[src/rtl/rr_arbiter4_pkg.sv]
// Shared constants and state encoding for the four-way round-robin arbiter.
// Imported by rr_pick4 and rr_arbiter4.
package rr_arbiter4_pkg;

  localparam int N_REQ        = 4;
  localparam int HOLD_MAX_DEF = 15;
  localparam int CNT_W_DEF    = 4;

  typedef enum logic {
    ST_IDLE  = 1'b0,
    ST_GRANT = 1'b1
  } state_t;

endpackage

[src/rtl/rr_pick4.sv]
// Rotating-priority pick: first set request scanning ptr, ptr+1, ... mod 4.
// Purely combinational; idx is meaningful only when any=1.
module rr_pick4
  import rr_arbiter4_pkg::*;
(
  input  logic [1:0]       ptr,
  input  logic [N_REQ-1:0] req,
  output logic [1:0]       idx,
  output logic             any
);

  logic [N_REQ-1:0] rot;
  logic [1:0]       off;

  always_comb begin
    // Rotate so that requester ptr lands on bit 0, then lowest-index wins.
    rot = N_REQ'({req, req} >> ptr);
    off = 2'd0;
    for (int i = N_REQ - 1; i >= 0; i--) begin
      if (rot[i]) off = 2'(i);
    end
    idx = off + ptr;
    any = |req;
  end

endmodule

[src/rtl/rr_arbiter4.sv]
// Four-way round-robin arbiter with bounded hold; 1-cycle grant latency, all outputs registered.
// No backpressure: unlatched requests wait while a grant is held; one IDLE cycle between owners.
module rr_arbiter4
  import rr_arbiter4_pkg::*;
#(
  parameter int HOLD_MAX = HOLD_MAX_DEF,
  parameter int CNT_W    = CNT_W_DEF
) (
  input  logic             clock,
  input  logic             reset,
  input  logic [N_REQ-1:0] req3_req0,
  input  logic             done,
  output logic [1:0]       grant_idx,
  output logic             grant_valid,
  output logic             timeout
);

  localparam logic [CNT_W-1:0] CNT_LAST = (HOLD_MAX == 0) ? '0 : CNT_W'(HOLD_MAX - 1);

  state_t           state;
  logic [1:0]       ptr;
  logic [CNT_W-1:0] cnt;
  logic [1:0]       pick_idx;
  logic             pick_any;
  logic             holder_req;
  logic             hold_expired;

  rr_pick4 u_pick (
    .ptr (ptr),
    .req (req3_req0),
    .idx (pick_idx),
    .any (pick_any)
  );

  assign holder_req   = req3_req0[grant_idx];
  assign hold_expired = (HOLD_MAX != 0) && (cnt == CNT_LAST);

  always_ff @(posedge clock or posedge reset) begin
    if (reset) begin
      state       <= ST_IDLE;
      ptr         <= 2'd0;
      cnt         <= '0;
      grant_idx   <= 2'd0;
      grant_valid <= 1'b0;
      timeout     <= 1'b0;
    end else begin
      timeout <= 1'b0;
      case (state)
        ST_IDLE: begin
          if (pick_any) begin
            grant_idx   <= pick_idx;
            grant_valid <= 1'b1;
            cnt         <= '0;
            state       <= ST_GRANT;
          end
        end
        ST_GRANT: begin
          cnt <= cnt + CNT_W'(1);
          if (done || !holder_req || hold_expired) begin
            grant_valid <= 1'b0;
            ptr         <= grant_idx + 2'd1;
            state       <= ST_IDLE;
            // Only a pure expiry counts as forced; a release on the same edge wins.
            timeout     <= !done && holder_req && hold_expired;
          end
        end
        default: state <= ST_IDLE;
      endcase
    end
  end

endmodule

[config.mk]
export PLATFORM = sky130hd
export DESIGN_NAME = rr_arbiter4
export DESIGN_NICKNAME = d
export VERILOG_FILES = /design/src/rtl/rr_arbiter4_pkg.sv /design/src/rtl/rr_pick4.sv /design/src/rtl/rr_arbiter4.sv
export SDC_FILE = /design/constraint.sdc
export NUM_CORES = 1
export LEC_CHECK = 0
export ABC_AREA = 1
export CORE_UTILIZATION = 30
export DETAILED_ROUTE_END_ITERATION = 10
export GPL_TIMING_DRIVEN = 0
export SLEW_MARGIN = 20
export SYNTH_ARGS = -nofsm -noshare
export SYNTH_HDL_FRONTEND = slang
export SYNTH_SLANG_ARGS = --single-unit
[constraint.sdc]
create_clock -name clock -period 2 [get_ports clock]
set_input_delay 0.2 -clock clock [delete_from_list [all_inputs] [get_ports clock]]
set_output_delay 0.2 -clock clock [all_outputs]
set_load 0.02 [all_outputs]
==> results of run 1 <==
==> power by group through the flow <==
stage | Sequential, µW | Clock [µW] | Combinational (µW)
after floorplan | 430 | 0 | 456
after global placement | 414 | 0 | 631
after detailed placement | 416 | 0 | 659
after CTS | 412 | 158 | 667
after global routing | 431 | 173 | 744
final | 413 | 152 | 666
==> state kept, by name, indices dropped and copies added, names as in the netlist <==
register	cells
state	1
ptr	2
cnt	4
grant_valid	1
timeout	1
grant_idx	2
==> through the flow <==
stage	area (µm²)	std cells	setup slack [ns]	power, µW
2_1_floorplan	677	94	0.450	886
3_3_place_gp	811	131	0.0889	1040
3_5_place_dp	811	131	0.0823	1080
4_1_cts	837	135	0.254	1240
5_1_grt	837	135	0.0737	1350
6_report	837	135	0.266	1230
==> worst register-to-register path, delay by kind of cell (launching register included) <==
kind / cells / cell delay, ns
fa+ha+maj: 1 / 0.18
xor+xnor: 1 / 0.18
flops: 1 / 0.47
buf+inv: 1 / 0.08
simple gates: 7 / 0.55
compound gates: 1 / 0.17
==> logic make-up after synthesis <==
group                    after synthesis
buffers and inverters                 13
adder cells (fa/ha/maj)                3
AND/OR/NAND/NOR                       53
flip-flops                            11
AO/OA/AOI/OAI                         12
XOR/XNOR                               2
==> area by class of cell <==
class / count / area share
Clock buffer: 4 / 0.0314
Tap cell: 27 / 0.0404
Buffer: 1 / 0.00897
Timing Repair Buffer: 10 / 0.120
Inverter: 12 / 0.0538
Multi-Input combinational cell: 70 / 0.417
Sequential cell: 11 / 0.329
==> worst paths after layout <==
path | from | end | slack, ns | cells past startpoint
max in group asynchronous | reset | ptr[1] | 1.48 | 2
worst max register to register | ptr[0] | grant_idx[1] | 0.27 | 11
min in group clock | grant_valid | grant_valid | 0.47 | 2
worst max-delay path | ptr[0] | grant_idx[1] | 0.27 | 11
worst min-delay path | reset | cnt[1] | 0.22 | 2
worst min register to register | grant_valid | grant_valid | 0.47 | 2
==> cells in the final DEF, fill, tap and decap left out <==
cell                              netlist  final
sky130_fd_sc_hd__a21boi_0               1      1
sky130_fd_sc_hd__o21ai_1                3      3
sky130_fd_sc_hd__a21oi_1                1      1
sky130_fd_sc_hd__inv_2                  3      3
sky130_fd_sc_hd__nand3_2                1      1
sky130_fd_sc_hd__clkbuf_1               0      1
sky130_fd_sc_hd__nand3_1               14     14
sky130_fd_sc_hd__nand2_2                1      1
sky130_fd_sc_hd__a211oi_1               1      1
sky130_fd_sc_hd__nor3_1                 1      1
sky130_fd_sc_hd__nor2_1                 5      5
sky130_fd_sc_hd__xnor2_1                1      1
sky130_fd_sc_hd__inv_1                  9      9
sky130_fd_sc_hd__clkdlybuf4s50_1        0     10
sky130_fd_sc_hd__xor2_1                 1      1
sky130_fd_sc_hd__dfrtp_1               11     11
sky130_fd_sc_hd__ha_1                   3      3
sky130_fd_sc_hd__o211ai_1               1      1
sky130_fd_sc_hd__buf_4                  1      1
sky130_fd_sc_hd__clkbuf_4               0      3
sky130_fd_sc_hd__nand2_1               31     31
sky130_fd_sc_hd__o21ai_0                5      5
==> layer usage <==
metal	up-vias	wire, µm
li1	331	-
met1	290	705
met2	13	723
met3	4	61
met4	0	27
met5	-	0
==> flow_summary.html, run 1 <==
<table>
<tr><th>Metric</th><th>Value</th></tr>
<tr><th colspan="2">GRT</th></tr>
<tr><td>Global routing's busiest layer</td><td>met2</td></tr>
<tr><td>Global routing met1 resource utilization</td><td>0.146</td></tr>
<tr><td>Met3 demand-to-capacity share in global routing</td><td>0.0401</td></tr>
<tr><td>M2 GR Usage</td><td>0.212</td></tr>
<tr><td>Global-route wire length before repair</td><td>2300 µm</td></tr>
<tr><td>Overall Global Routing Usage</td><td>0.131</td></tr>
<tr><td>Number of global-route vias before repair</td><td>539</td></tr>
<tr><td>Largest net degree at the start of global routing</td><td>12</td></tr>
<tr><td>Overflow after GRT</td><td>0</td></tr>
<tr><td>Antenna violations before repair</td><td>0</td></tr>
<tr><th colspan="2">Yosys</th></tr>
<tr><td>Primary FF master, synth</td><td>sky130_fd_sc_hd__dfrtp_1</td></tr>
<tr><td>YS warnings</td><td>0</td></tr>
<tr><td>Share of the yosys chip area belonging to registers</td><td>0.407</td></tr>
<tr><td>Synthesized Nets</td><td>between 100 and 150</td></tr>
<tr><td>Largest family of logic cells by synthesized area</td><td>simple AND/OR/NAND/NOR gates</td></tr>
<tr><td>Most used standard cells in the synthesized netlist</td><td>31 x sky130_fd_sc_hd__nand2_1, 14 x sky130_fd_sc_hd__nand3_1, 11 x sky130_fd_sc_hd__dfrtp_1</td></tr>
<tr><td>Library cell with the largest summed area after synthesis</td><td>sky130_fd_sc_hd__dfrtp_1</td></tr>
<tr><td>Average cell area after synthesis</td><td>7.20 µm²</td></tr>
<tr><td>Number of synthesized flops with an enable pin</td><td>0</td></tr>
<tr><td>Post-synthesis xor/xnor area fraction</td><td>0.0259</td></tr>
<tr><td>Share of cell area taken by muxes after synthesis</td><td>0</td></tr>
<tr><td>Synthesized netlist cell count</td><td>94</td></tr>
<tr><td>Complex-gate fraction of the synthesized area</td><td>0.0998</td></tr>
<tr><td>Most frequent cell after synthesis</td><td>sky130_fd_sc_hd__nand2_1</td></tr>
<tr><td>Post-synth cell types</td><td>19</td></tr>
<tr><td>Area share of fa/ha/maj cells after synthesis</td><td>0.0555</td></tr>
<tr><td>Ranking of synthesized cells by area</td><td>sky130_fd_sc_hd__dfrtp_1 41%, sky130_fd_sc_hd__nand2_1 17%, sky130_fd_sc_hd__nand3_1 10%</td></tr>
<tr><td>Share of the synthesized area in the top cell type</td><td>0.407</td></tr>
<tr><td>FFs w/ async S/R, synth</td><td>1.00</td></tr>
<tr><td>Synthesized area</td><td>677 µm²</td></tr>
<tr><td>Total of flip-flops plus latches after synthesis</td><td>11</td></tr>
<tr><td>Fraction of the mapped netlist area in simple logic gates</td><td>0.335</td></tr>
<tr><th colspan="2">Detailed routing</th></tr>
<tr><td>Drc violations</td><td>0</td></tr>
<tr><td>Antenna-violating nets left</td><td>0</td></tr>
<tr><td>Average routed wire per standard cell</td><td>11.2 µm</td></tr>
<tr><td>Total wire length</td><td>1520 µm</td></tr>
<tr><td>Vias per std cell</td><td>about 4.7</td></tr>
<tr><td>Count of TritonRoute iterations in the first routing pass</td><td>5</td></tr>
<tr><td>Drt initial violations</td><td>28</td></tr>
<tr><td>Vias</td><td>638</td></tr>
<tr><th colspan="2">Timing</th></tr>
<tr><td>Unrepaired setup endpoints after global routing</td><td>no</td></tr>
<tr><td>Max Slew Vio Count</td><td>0</td></tr>
<tr><td>Tightest hold margin</td><td>approximately 0.22 ns</td></tr>
<tr><td>Worst slew pin tran</td><td>0.431 ns</td></tr>
<tr><td>Worst max-slew margin expressed relative to the limit</td><td>0.712</td></tr>
<tr><td>Final worst path period need</td><td>1.73 ns</td></tr>
<tr><td>Clock tree skew after final layout</td><td>0.00275 ns</td></tr>
<tr><td>Final worst-path cycle share</td><td>0.867</td></tr>
<tr><td>Achievable frequency</td><td>577 MHz</td></tr>
<tr><td>Fin Setup TNS</td><td>0 ns</td></tr>
<tr><td>Total of endpoints with negative setup slack in the final report</td><td>0</td></tr>
<tr><td>Hold Vio Cnt, Final</td><td>0</td></tr>
<tr><th colspan="2">Final layout</th></tr>
<tr><td>Count of antenna diodes in the layout</td><td>0</td></tr>
<tr><td>Fraction of final layout cells with drive strength greater than 1</td><td>0.0833</td></tr>
<tr><td>Register area</td><td>275 µm²</td></tr>
<tr><td>Nets@finish</td><td>119</td></tr>
<tr><td>Fillers</td><td>228</td></tr>
<tr><td>Area of the multi-input gates</td><td>349 µm²</td></tr>
<tr><td>Final core utilization</td><td>0.410</td></tr>
<tr><td>Synth-to-Final Area Change</td><td>23.7%</td></tr>
<tr><th colspan="2">Clock network</th></tr>
<tr><td>Clock edge transition at the registers on the reported setup and hold paths</td><td>roughly 0.07 ns</td></tr>
<tr><td>Hold-fix buffer count after cts</td><td>0</td></tr>
<tr><td>Deepest clock path buffer count</td><td>2</td></tr>
<tr><td>Clock sink total</td><td>11</td></tr>
<tr><td>Number of H-tree levels</td><td>1</td></tr>
<tr><td>CTS tree</td><td>built</td></tr>
<tr><td>TritonCTS buffer count</td><td>3</td></tr>
<tr><td>Cells resized by post-CTS repair</td><td>0</td></tr>
<tr><td>CTS root buffer</td><td>sky130_fd_sc_hd__clkbuf_4</td></tr>
<tr><td>Setup bufs post-CTS</td><td>0</td></tr>
<tr><td>Clock latency on the worst-skew pair</td><td>0.27 ns</td></tr>
<tr><th colspan="2">Setup path</th></tr>
<tr><td>CP Cell Sequence</td><td>inv_2, nand2_1, nand3_1, nand2_1, nand3_1, a21boi_0, ha_1, xor2_1, nand3_1, nand3_1, nand2_1</td></tr>
<tr><td>Arrival time reported for the critical path endpoint</td><td>roughly 1.9 ns</td></tr>
<tr><td>Largest delay share family, worst path</td><td>simple AND/OR/NAND/NOR gates</td></tr>
<tr><td>Critical Path Max Stage Delay</td><td>0.47 ns</td></tr>
<tr><td>Crit path buf inv count</td><td>1</td></tr>
<tr><td>CP Max Fanout</td><td>7</td></tr>
<tr><td>Critical Path Start Type</td><td>flip-flop</td></tr>
<tr><td>Worst Setup Path Type</td><td>reg -&gt; reg</td></tr>
<tr><td>Worst Path Required</td><td>2.17 ns</td></tr>
<tr><td>Sort of element at the end of the critical path</td><td>flip-flop</td></tr>
<tr><td>Highest-delay cell along the critical path</td><td>sky130_fd_sc_hd__dfrtp_1</td></tr>
<tr><td>Critical path's most frequent cell</td><td>sky130_fd_sc_hd__nand3_1</td></tr>
<tr><th colspan="2">Power</th></tr>
<tr><td>Share of total power consumed by net switching</td><td>0.465</td></tr>
<tr><td>Total internal power</td><td>roughly 660 µW</td></tr>
<tr><td>Standby leakage power</td><td>0.000425 µW</td></tr>
<tr><td>Switching pwr</td><td>573 µW</td></tr>
<tr><td>Power density cells</td><td>approximately 1500 nW/µm²</td></tr>
<tr><td>Combinational cell fraction of total power</td><td>0.541</td></tr>
<tr><td>Max IR drop VDD</td><td>0.538 mV</td></tr>
<tr><td>Clock network fraction of total power</td><td>0.124</td></tr>
<tr><td>Flop pwr share</td><td>0.335</td></tr>
<tr><th colspan="2">Placement</th></tr>
<tr><td>IO buf count</td><td>10</td></tr>
<tr><td>Hpwl dp</td><td>roughly 1100 µm</td></tr>
<tr><td>Routability congestion estimate</td><td>~0.76</td></tr>
<tr><th colspan="2">Hold path</th></tr>
<tr><td>Worst min-delay path class</td><td>in -&gt; async</td></tr>
<tr><th colspan="2">Job</th></tr>
<tr><td>Maxcap violations</td><td>0</td></tr>
<tr><th colspan="2">Die</th></tr>
<tr><td>Die area</td><td>between 2000 and 2500 µm²</td></tr>
<tr><td>Initial cell density of the core</td><td>0.331</td></tr>
<tr><td>Cell row count</td><td>16</td></tr>
<tr><td>Number of top-level design ports</td><td>11</td></tr>
<tr><td>Die outline height</td><td>49.5 µm</td></tr>
<tr><td>Die Width</td><td>49.5 µm</td></tr>
<tr><td>Core Footprint</td><td>2040 µm²</td></tr>
<tr><th colspan="2">Run status</th></tr>
<tr><td>Outcome</td><td>complete, no violations</td></tr>
</table>
Power figures use the tool's default switching activity.
==> inputs of run 2 (changes only) <==
Settings changed: CTS_BUF_LIST from default to sky130_fd_sc_hd__clkbuf_4 sky130_fd_sc_hd__clkbuf_8 sky130_fd_sc_hd__clkbuf_16.
==> flow_summary.html, run 2 (synthesis results as in run 1) <==
<table>
<tr><th>Metric</th><th>Value</th></tr>
<tr><th colspan="2">Run status</th></tr>
<tr><td>Outcome</td><td>complete, no violations</td></tr>
<tr><th colspan="2">Detailed routing</th></tr>
<tr><td>Count of TritonRoute iterations in the first routing pass</td><td>5</td></tr>
<tr><td>Total wire length</td><td>1520 µm</td></tr>
<tr><td>Antenna-violating nets left</td><td>0</td></tr>
<tr><td>Vias</td><td>~640</td></tr>
<tr><td>Average routed wire per standard cell</td><td>between 10 and 15 µm</td></tr>
<tr><td>Drc violations</td><td>0</td></tr>
<tr><td>Drt initial violations</td><td>27</td></tr>
<tr><td>Vias per std cell</td><td>4.73</td></tr>
<tr><th colspan="2">Setup path</th></tr>
<tr><td>Sort of element at the end of the critical path</td><td>flip-flop</td></tr>
<tr><td>Arrival time reported for the critical path endpoint</td><td>1.90 ns</td></tr>
<tr><td>Largest delay share family, worst path</td><td>simple AND/OR/NAND/NOR gates</td></tr>
<tr><td>Critical Path Start Type</td><td>flip-flop</td></tr>
<tr><td>CP Cell Sequence</td><td>inv_2, nand2_1, nand3_1, nand2_1, nand3_1, a21boi_0, ha_1, xor2_1, nand3_1, nand3_1, nand2_1</td></tr>
<tr><td>Highest-delay cell along the critical path</td><td>sky130_fd_sc_hd__dfrtp_1</td></tr>
<tr><td>Crit path buf inv count</td><td>1</td></tr>
<tr><td>Worst Setup Path Type</td><td>reg -&gt; reg</td></tr>
<tr><td>CP Max Fanout</td><td>7</td></tr>
<tr><td>Worst Path Required</td><td>2.17 ns</td></tr>
<tr><td>Critical path's most frequent cell</td><td>sky130_fd_sc_hd__nand3_1</td></tr>
<tr><td>Critical Path Max Stage Delay</td><td>0.47 ns</td></tr>
<tr><th colspan="2">Power</th></tr>
<tr><td>Max IR drop VDD</td><td>between 0.6 and 0.7 mV</td></tr>
<tr><td>Power density cells</td><td>1480 nW/µm²</td></tr>
<tr><td>Standby leakage power</td><td>approximately 0.00043 µW</td></tr>
<tr><td>Final Total Pwr</td><td>~1200 µW</td></tr>
<tr><th colspan="2">Clock network</th></tr>
<tr><td>CTS tree</td><td>built</td></tr>
<tr><td>Setup bufs post-CTS</td><td>0</td></tr>
<tr><td>Cells resized by post-CTS repair</td><td>0</td></tr>
<tr><td>CTS root buffer</td><td>sky130_fd_sc_hd__clkbuf_4</td></tr>
<tr><td>Clock edge transition at the registers on the reported setup and hold paths</td><td>roughly 0.07 ns</td></tr>
<tr><td>TritonCTS buffer count</td><td>3</td></tr>
<tr><td>Clock sink total</td><td>11</td></tr>
<tr><td>Number of H-tree levels</td><td>1</td></tr>
<tr><td>Hold-fix buffer count after cts</td><td>0</td></tr>
<tr><td>Clock latency on the worst-skew pair</td><td>0.27 ns</td></tr>
<tr><td>Deepest clock path buffer count</td><td>2</td></tr>
<tr><th colspan="2">Timing</th></tr>
<tr><td>Worst slew pin tran</td><td>0.429 ns</td></tr>
<tr><td>Final worst-path cycle share</td><td>0.867</td></tr>
<tr><td>Max Slew Vio Count</td><td>0</td></tr>
<tr><td>Final worst path period need</td><td>1.73 ns</td></tr>
<tr><td>Worst max-slew margin expressed relative to the limit</td><td>0.714</td></tr>
<tr><td>Fin Setup TNS</td><td>0 ns</td></tr>
<tr><td>Clock tree skew after final layout</td><td>0.00263 ns</td></tr>
<tr><td>Hold Vio Cnt, Final</td><td>0</td></tr>
<tr><td>Achievable frequency</td><td>577 MHz</td></tr>
<tr><td>Unrepaired setup endpoints after global routing</td><td>no</td></tr>
<tr><td>Total of endpoints with negative setup slack in the final report</td><td>0</td></tr>
<tr><th colspan="2">GRT</th></tr>
<tr><td>Global-route wire length before repair</td><td>2300 µm</td></tr>
<tr><td>Antenna violations before repair</td><td>0</td></tr>
<tr><td>Overflow after GRT</td><td>0</td></tr>
<tr><td>Number of global-route vias before repair</td><td>538</td></tr>
<tr><td>Largest net degree at the start of global routing</td><td>12</td></tr>
<tr><td>Overall Global Routing Usage</td><td>0.131</td></tr>
<tr><th colspan="2">Hold path</th></tr>
<tr><td>Worst min-delay path class</td><td>in -&gt; async</td></tr>
<tr><th colspan="2">Die</th></tr>
<tr><td>Core Footprint</td><td>2040 µm²</td></tr>
<tr><td>Number of top-level design ports</td><td>11</td></tr>
<tr><td>Die outline height</td><td>roughly 50 µm</td></tr>
<tr><td>Die area</td><td>between 2000 and 2500 µm²</td></tr>
<tr><td>Cell row count</td><td>16</td></tr>
<tr><td>Initial cell density of the core</td><td>0.331</td></tr>
<tr><td>Die Width</td><td>just under 50 µm</td></tr>
<tr><th colspan="2">Final layout</th></tr>
<tr><td>Leading cell types in the layout, fill and taps excluded</td><td>31 x sky130_fd_sc_hd__nand2_1, 14 x sky130_fd_sc_hd__nand3_1, 11 x sky130_fd_sc_hd__dfrtp_1, 10 x sky130_fd_sc_hd__clkdlybuf4s50_1, 9 x sky130_fd_sc_hd__inv_1</td></tr>
<tr><td>Most common library cell in the layout ignoring fill and taps</td><td>sky130_fd_sc_hd__nand2_1</td></tr>
<tr><td>Registers with the highest flip-flop counts</td><td>cnt: 4 flops, grant_idx: 2 flops, ptr: 2 flops</td></tr>
<tr><td>Synth-to-Final Area Change</td><td>24.2%</td></tr>
<tr><td>Fillers</td><td>between 200 and 250</td></tr>
<tr><td>Max FFs per register</td><td>4</td></tr>
<tr><td>Largest register by flop count</td><td>cnt</td></tr>
<tr><td>Count of antenna diodes in the layout</td><td>0</td></tr>
<tr><td>Fraction of final layout cells with drive strength greater than 1</td><td>0.0926</td></tr>
<tr><td>Nets@finish</td><td>119</td></tr>
<tr><th colspan="2">Placement</th></tr>
<tr><td>IO buf count</td><td>10</td></tr>
<tr><td>Routability congestion estimate</td><td>~0.76</td></tr>
<tr><td>Hpwl dp</td><td>around 1100 µm</td></tr>
<tr><th colspan="2">Job</th></tr>
<tr><td>Maxcap violations</td><td>0</td></tr>
</table>
[run 2: cell counts in the layout (fill, tap and decap cells not counted)]
No cell type changed its count.
[run 2: cell type report]
class                           count  area, µm²  share of cell area
Tap cell                           27       33.8              0.0402
Timing Repair Buffer               10        100               0.119
Inverter                           12       45.0              0.0536
Sequential cell                    11        275               0.327
Clock buffer                        4       30.0              0.0357
Multi-Input combinational cell     70        349               0.415
Buffer                              1       7.51             0.00893
[run 2: final timing paths]
path	startpoint	end	slack (ns)	cells after the start
setup / recovery	ptr[0]	grant_idx[1]	0.27	11
hold / removal	reset	cnt[1]	0.22	2
setup reg to reg	ptr[0]	grant_idx[1]	0.27	11
hold reg to reg	grant_valid	grant_valid	0.48	2
max in group asynchronous	reset	ptr[1]	1.49	2
min in group clock	grant_valid	grant_valid	0.48	2
[run 2: power by group]
part	internal, µW	total (µW)	switching (µW)
clock network	90.9	167	75.7
registers	310	413	103
logic	272	666	395
total	673	1250	574
[run 2: per-stage QoR]
step / instances / setup WS (ns) / hold slack (ns) / instance area (µm²) / util
floorplan: 94 / 0.450 / 0.0524 / 677 / -
global placement: 131 / 0.0889 / 0.455 / 811 / 0.397
detailed placement: 131 / 0.0823 / 0.458 / 811 / 0.397
CTS: 135 / 0.253 / 0.228 / 841 / 0.412
global route: 135 / 0.0737 / 0.275 / 841 / 0.412
finish: 135 / 0.266 / 0.216 / 841 / 0.412
[run 2: layer usage]
layer	vias to the layer above	GRT usage	part of all wire
met3	4	0.0309	0.040
met2	13	0.212	0.48
met4	0	0.100	0.018
met5	-	0	0
li1	331	-	-
met1	291	0.146	0.46
[run 2: worst register-to-register path, stage by stage (launching register included)]
cell and delay [ns]:
sky130_fd_sc_hd__dfrtp_1 0.47, sky130_fd_sc_hd__inv_2 0.08, sky130_fd_sc_hd__nand2_1 0.08, sky130_fd_sc_hd__nand3_1 0.07
sky130_fd_sc_hd__nand2_1 0.09, sky130_fd_sc_hd__nand3_1 0.07, sky130_fd_sc_hd__a21boi_0 0.17, sky130_fd_sc_hd__ha_1 0.18
sky130_fd_sc_hd__xor2_1 0.18, sky130_fd_sc_hd__nand3_1 0.10, sky130_fd_sc_hd__nand3_1 0.09, sky130_fd_sc_hd__nand2_1 0.05
==> inputs of run 3 (changes only) <==
Clock period 2 ns to 1.8 ns, I/O delays scaled along.
==> flow_summary.html, run 3 (synthesis results as in run 1) <==
<table>
<tr><th>Metric</th><th>Value</th></tr>
<tr><th colspan="2">Timing</th></tr>
<tr><td>Total of endpoints with negative setup slack in the final report</td><td>0</td></tr>
<tr><td>Max Slew Vio Count</td><td>0</td></tr>
<tr><td>Hold Vio Cnt, Final</td><td>0</td></tr>
<tr><td>Clock tree skew after final layout</td><td>about 0.0026 ns</td></tr>
<tr><td>Worst max-slew margin expressed relative to the limit</td><td>0.714</td></tr>
<tr><td>Unrepaired setup endpoints after global routing</td><td>no</td></tr>
<tr><td>Tightest hold margin</td><td>about 0.20 ns</td></tr>
<tr><td>Final worst path period need</td><td>1.66 ns</td></tr>
<tr><td>Achievable frequency</td><td>602 MHz</td></tr>
<tr><td>Final worst-path cycle share</td><td>0.923</td></tr>
<tr><td>Worst slew pin tran</td><td>approximately 0.43 ns</td></tr>
<tr><th colspan="2">Setup path</th></tr>
<tr><td>Cell depth of the worst flop-to-flop path</td><td>11</td></tr>
<tr><td>Arrival time reported for the critical path endpoint</td><td>1.83 ns</td></tr>
<tr><td>CP Max Fanout</td><td>7</td></tr>
<tr><td>Sort of element at the end of the critical path</td><td>flip-flop</td></tr>
<tr><td>Reg-to-reg endpoint</td><td>grant_idx[1]</td></tr>
<tr><td>Worst Setup Path Type</td><td>reg -&gt; reg</td></tr>
<tr><td>Launch point of the worst reg-to-reg path</td><td>ptr[1]</td></tr>
<tr><td>CP Launch Point</td><td>ptr[1]</td></tr>
<tr><td>Reg-to-reg setup timing slack</td><td>0.14 ns</td></tr>
<tr><td>Critical Path Start Type</td><td>flip-flop</td></tr>
<tr><td>Worst Path Required</td><td>1.97 ns</td></tr>
<tr><th colspan="2">Power</th></tr>
<tr><td>Standby leakage power</td><td>approximately 0.00043 µW</td></tr>
<tr><td>Max IR drop VDD</td><td>between 0.6 and 0.7 mV</td></tr>
<tr><td>Final Total Pwr</td><td>1390 µW</td></tr>
<tr><td>Power density cells</td><td>approximately 1700 nW/µm²</td></tr>
<tr><th colspan="2">Detailed routing</th></tr>
<tr><td>Vias per std cell</td><td>4.75</td></tr>
<tr><td>Total wire length</td><td>1510 µm</td></tr>
<tr><td>Drt initial violations</td><td>26</td></tr>
<tr><td>Count of TritonRoute iterations in the first routing pass</td><td>5</td></tr>
<tr><td>Vias</td><td>641</td></tr>
<tr><td>Average routed wire per standard cell</td><td>11.2 µm</td></tr>
<tr><td>Antenna-violating nets left</td><td>0</td></tr>
<tr><td>Drc violations</td><td>0</td></tr>
<tr><th colspan="2">Final layout</th></tr>
<tr><td>Leading cell types in the layout, fill and taps excluded</td><td>31 x sky130_fd_sc_hd__nand2_1, 14 x sky130_fd_sc_hd__nand3_1, 10 x sky130_fd_sc_hd__dfrtp_1, 10 x sky130_fd_sc_hd__clkdlybuf4s50_1, 9 x sky130_fd_sc_hd__inv_1</td></tr>
<tr><td>Synth-to-Final Area Change</td><td>24.4%</td></tr>
<tr><td>Final Instance Count excl. Fillers</td><td>135</td></tr>
<tr><td>Most common library cell in the layout ignoring fill and taps</td><td>sky130_fd_sc_hd__nand2_1</td></tr>
<tr><td>Fraction of final layout cells with drive strength greater than 1</td><td>0.102</td></tr>
<tr><td>Largest register by flop count</td><td>cnt</td></tr>
<tr><td>Nets@finish</td><td>119</td></tr>
<tr><td>Fillers</td><td>228</td></tr>
<tr><td>Registers with the highest flip-flop counts</td><td>cnt: 4 flops, grant_idx: 2 flops, ptr: 2 flops</td></tr>
<tr><td>Total non-filler cell area in the finished layout</td><td>842 µm²</td></tr>
<tr><td>Count of antenna diodes in the layout</td><td>0</td></tr>
<tr><td>Max FFs per register</td><td>4</td></tr>
<tr><th colspan="2">Run status</th></tr>
<tr><td>Outcome</td><td>complete, no violations</td></tr>
<tr><th colspan="2">Die</th></tr>
<tr><td>Number of top-level design ports</td><td>11</td></tr>
<tr><td>Die area</td><td>2450 µm²</td></tr>
<tr><td>Die Width</td><td>49.5 µm</td></tr>
<tr><td>Cell row count</td><td>16</td></tr>
<tr><td>Die outline height</td><td>49.5 µm</td></tr>
<tr><td>Initial cell density of the core</td><td>0.331</td></tr>
<tr><td>Core Footprint</td><td>2040 µm²</td></tr>
<tr><th colspan="2">Clock network</th></tr>
<tr><td>Hold-fix buffer count after cts</td><td>0</td></tr>
<tr><td>Clock latency on the worst-skew pair</td><td>0.27 ns</td></tr>
<tr><td>Clock edge transition at the registers on the reported setup and hold paths</td><td>0.07 ns</td></tr>
<tr><td>Number of H-tree levels</td><td>1</td></tr>
<tr><td>CTS root buffer</td><td>sky130_fd_sc_hd__clkbuf_4</td></tr>
<tr><td>CTS tree</td><td>built</td></tr>
<tr><td>TritonCTS buffer count</td><td>3</td></tr>
<tr><td>Deepest clock path buffer count</td><td>2</td></tr>
<tr><td>Clock sink total</td><td>11</td></tr>
<tr><th colspan="2">GRT</th></tr>
<tr><td>Overflow after GRT</td><td>0</td></tr>
<tr><td>Number of global-route vias before repair</td><td>between 500 and 600</td></tr>
<tr><td>Largest net degree at the start of global routing</td><td>12</td></tr>
<tr><td>Overall Global Routing Usage</td><td>0.131</td></tr>
<tr><td>Antenna violations before repair</td><td>0</td></tr>
<tr><td>Global-route wire length before repair</td><td>around 2300 µm</td></tr>
<tr><th colspan="2">Placement</th></tr>
<tr><td>Hpwl dp</td><td>1100 µm</td></tr>
<tr><td>Cell Count Post-Placement</td><td>131</td></tr>
<tr><td>Placed Instance Area</td><td>a little over 800 µm²</td></tr>
<tr><td>IO buf count</td><td>10</td></tr>
<tr><td>Routability congestion estimate</td><td>0.759</td></tr>
<tr><th colspan="2">Hold path</th></tr>
<tr><td>Worst min-delay path class</td><td>in -&gt; async</td></tr>
<tr><th colspan="2">Job</th></tr>
<tr><td>Maxcap violations</td><td>0</td></tr>
</table>
-- run 3: cell types whose count changed in the layout (fill, tap and decap cells not counted) --
cell and delta:
sky130_fd_sc_hd__a21boi_0 -1, sky130_fd_sc_hd__a21boi_1 +1, sky130_fd_sc_hd__dfrtp_1 -1, sky130_fd_sc_hd__dfrtp_2 +1
-- run 3: stage by stage --
| stage | setup slack, ns | setup TNS, ns | utilization |
|---|---|---|---|
| 5_1_grt | 0.0120 | 0 | 0.412 |
| 6_report | 0.138 | 0 | 0.412 |
| 4_1_cts | 0.0527 | 0 | 0.412 |
| 2_1_floorplan | 0.250 | 0 | - |
| 3_5_place_dp | -0.0977 | -0.0977 | 0.397 |
| 3_3_place_gp | -0.0911 | -0.0911 | 0.397 |
-- run 3: layout make-up --
type / count / area, µm² / share of cell area
well taps: 27 / 33.8 / 0.0401
flip-flops and latches: 11 / 277 / 0.328
clock buffers: 4 / 30.0 / 0.0357
repair buffers: 10 / 100 / 0.119
inverters: 12 / 45.0 / 0.0535
multi-input cells: 70 / 349 / 0.415
plain buffers: 1 / 7.51 / 0.00892
-- run 3: power breakdown --
| group | internal, µW | leakage (µW) | total (µW) | switching, µW |
|---|---|---|---|---|
| logic | 305 | 0.000272 | 744 | 439 |
| clock network | 101 | 0.0000184 | 185 | 84.1 |
| registers | 347 | 0.000137 | 462 | 115 |
-- run 3: critical path, cell delays in order (launching register included) --
cell	delay, ns
sky130_fd_sc_hd__dfrtp_1	0.36
sky130_fd_sc_hd__buf_4	0.16
sky130_fd_sc_hd__inv_2	0.08
sky130_fd_sc_hd__nand3_1	0.08
sky130_fd_sc_hd__nand2_1	0.09
sky130_fd_sc_hd__nand3_1	0.08
sky130_fd_sc_hd__a21boi_1	0.13
sky130_fd_sc_hd__ha_1	0.17
sky130_fd_sc_hd__xor2_1	0.18
sky130_fd_sc_hd__nand3_1	0.10
sky130_fd_sc_hd__nand3_1	0.09
sky130_fd_sc_hd__nand2_1	0.05
-- run 3: what timing repair did --
item,4_1_cts,5_1_grt
resized for setup,0,2
setup endpoints to repair,0,1
setup buffers,0,0
-- run 3: worst max-delay path by stage --
| stage | depth (start not counted) | slack [ns] | endpoint |
|---|---|---|---|
| 6_report | 11 | 0.14 | grant_idx[1] |
| 5_1_grt | 11 | 0.01 | grant_idx[1] |
| 4_1_cts | 11 | 0.05 | grant_idx[1] |
| 3_5_place_dp | 10 | -0.1 | grant_idx[1] |
| 3_3_place_gp | 10 | -0.09 | grant_idx[1] |
| 2_1_floorplan | 11 | 0.25 | grant_idx[1] |
-- run 3: metal layers --
layer / global-route usage / part of all wire / up-vias
met2: 0.212 / 0.48 / 15
met1: 0.146 / 0.46 / 291
li1: - / - / 331
met5: 0 / 0 / -
met4: 0.100 / 0.017 / 0
met3: 0.0309 / 0.042 / 4
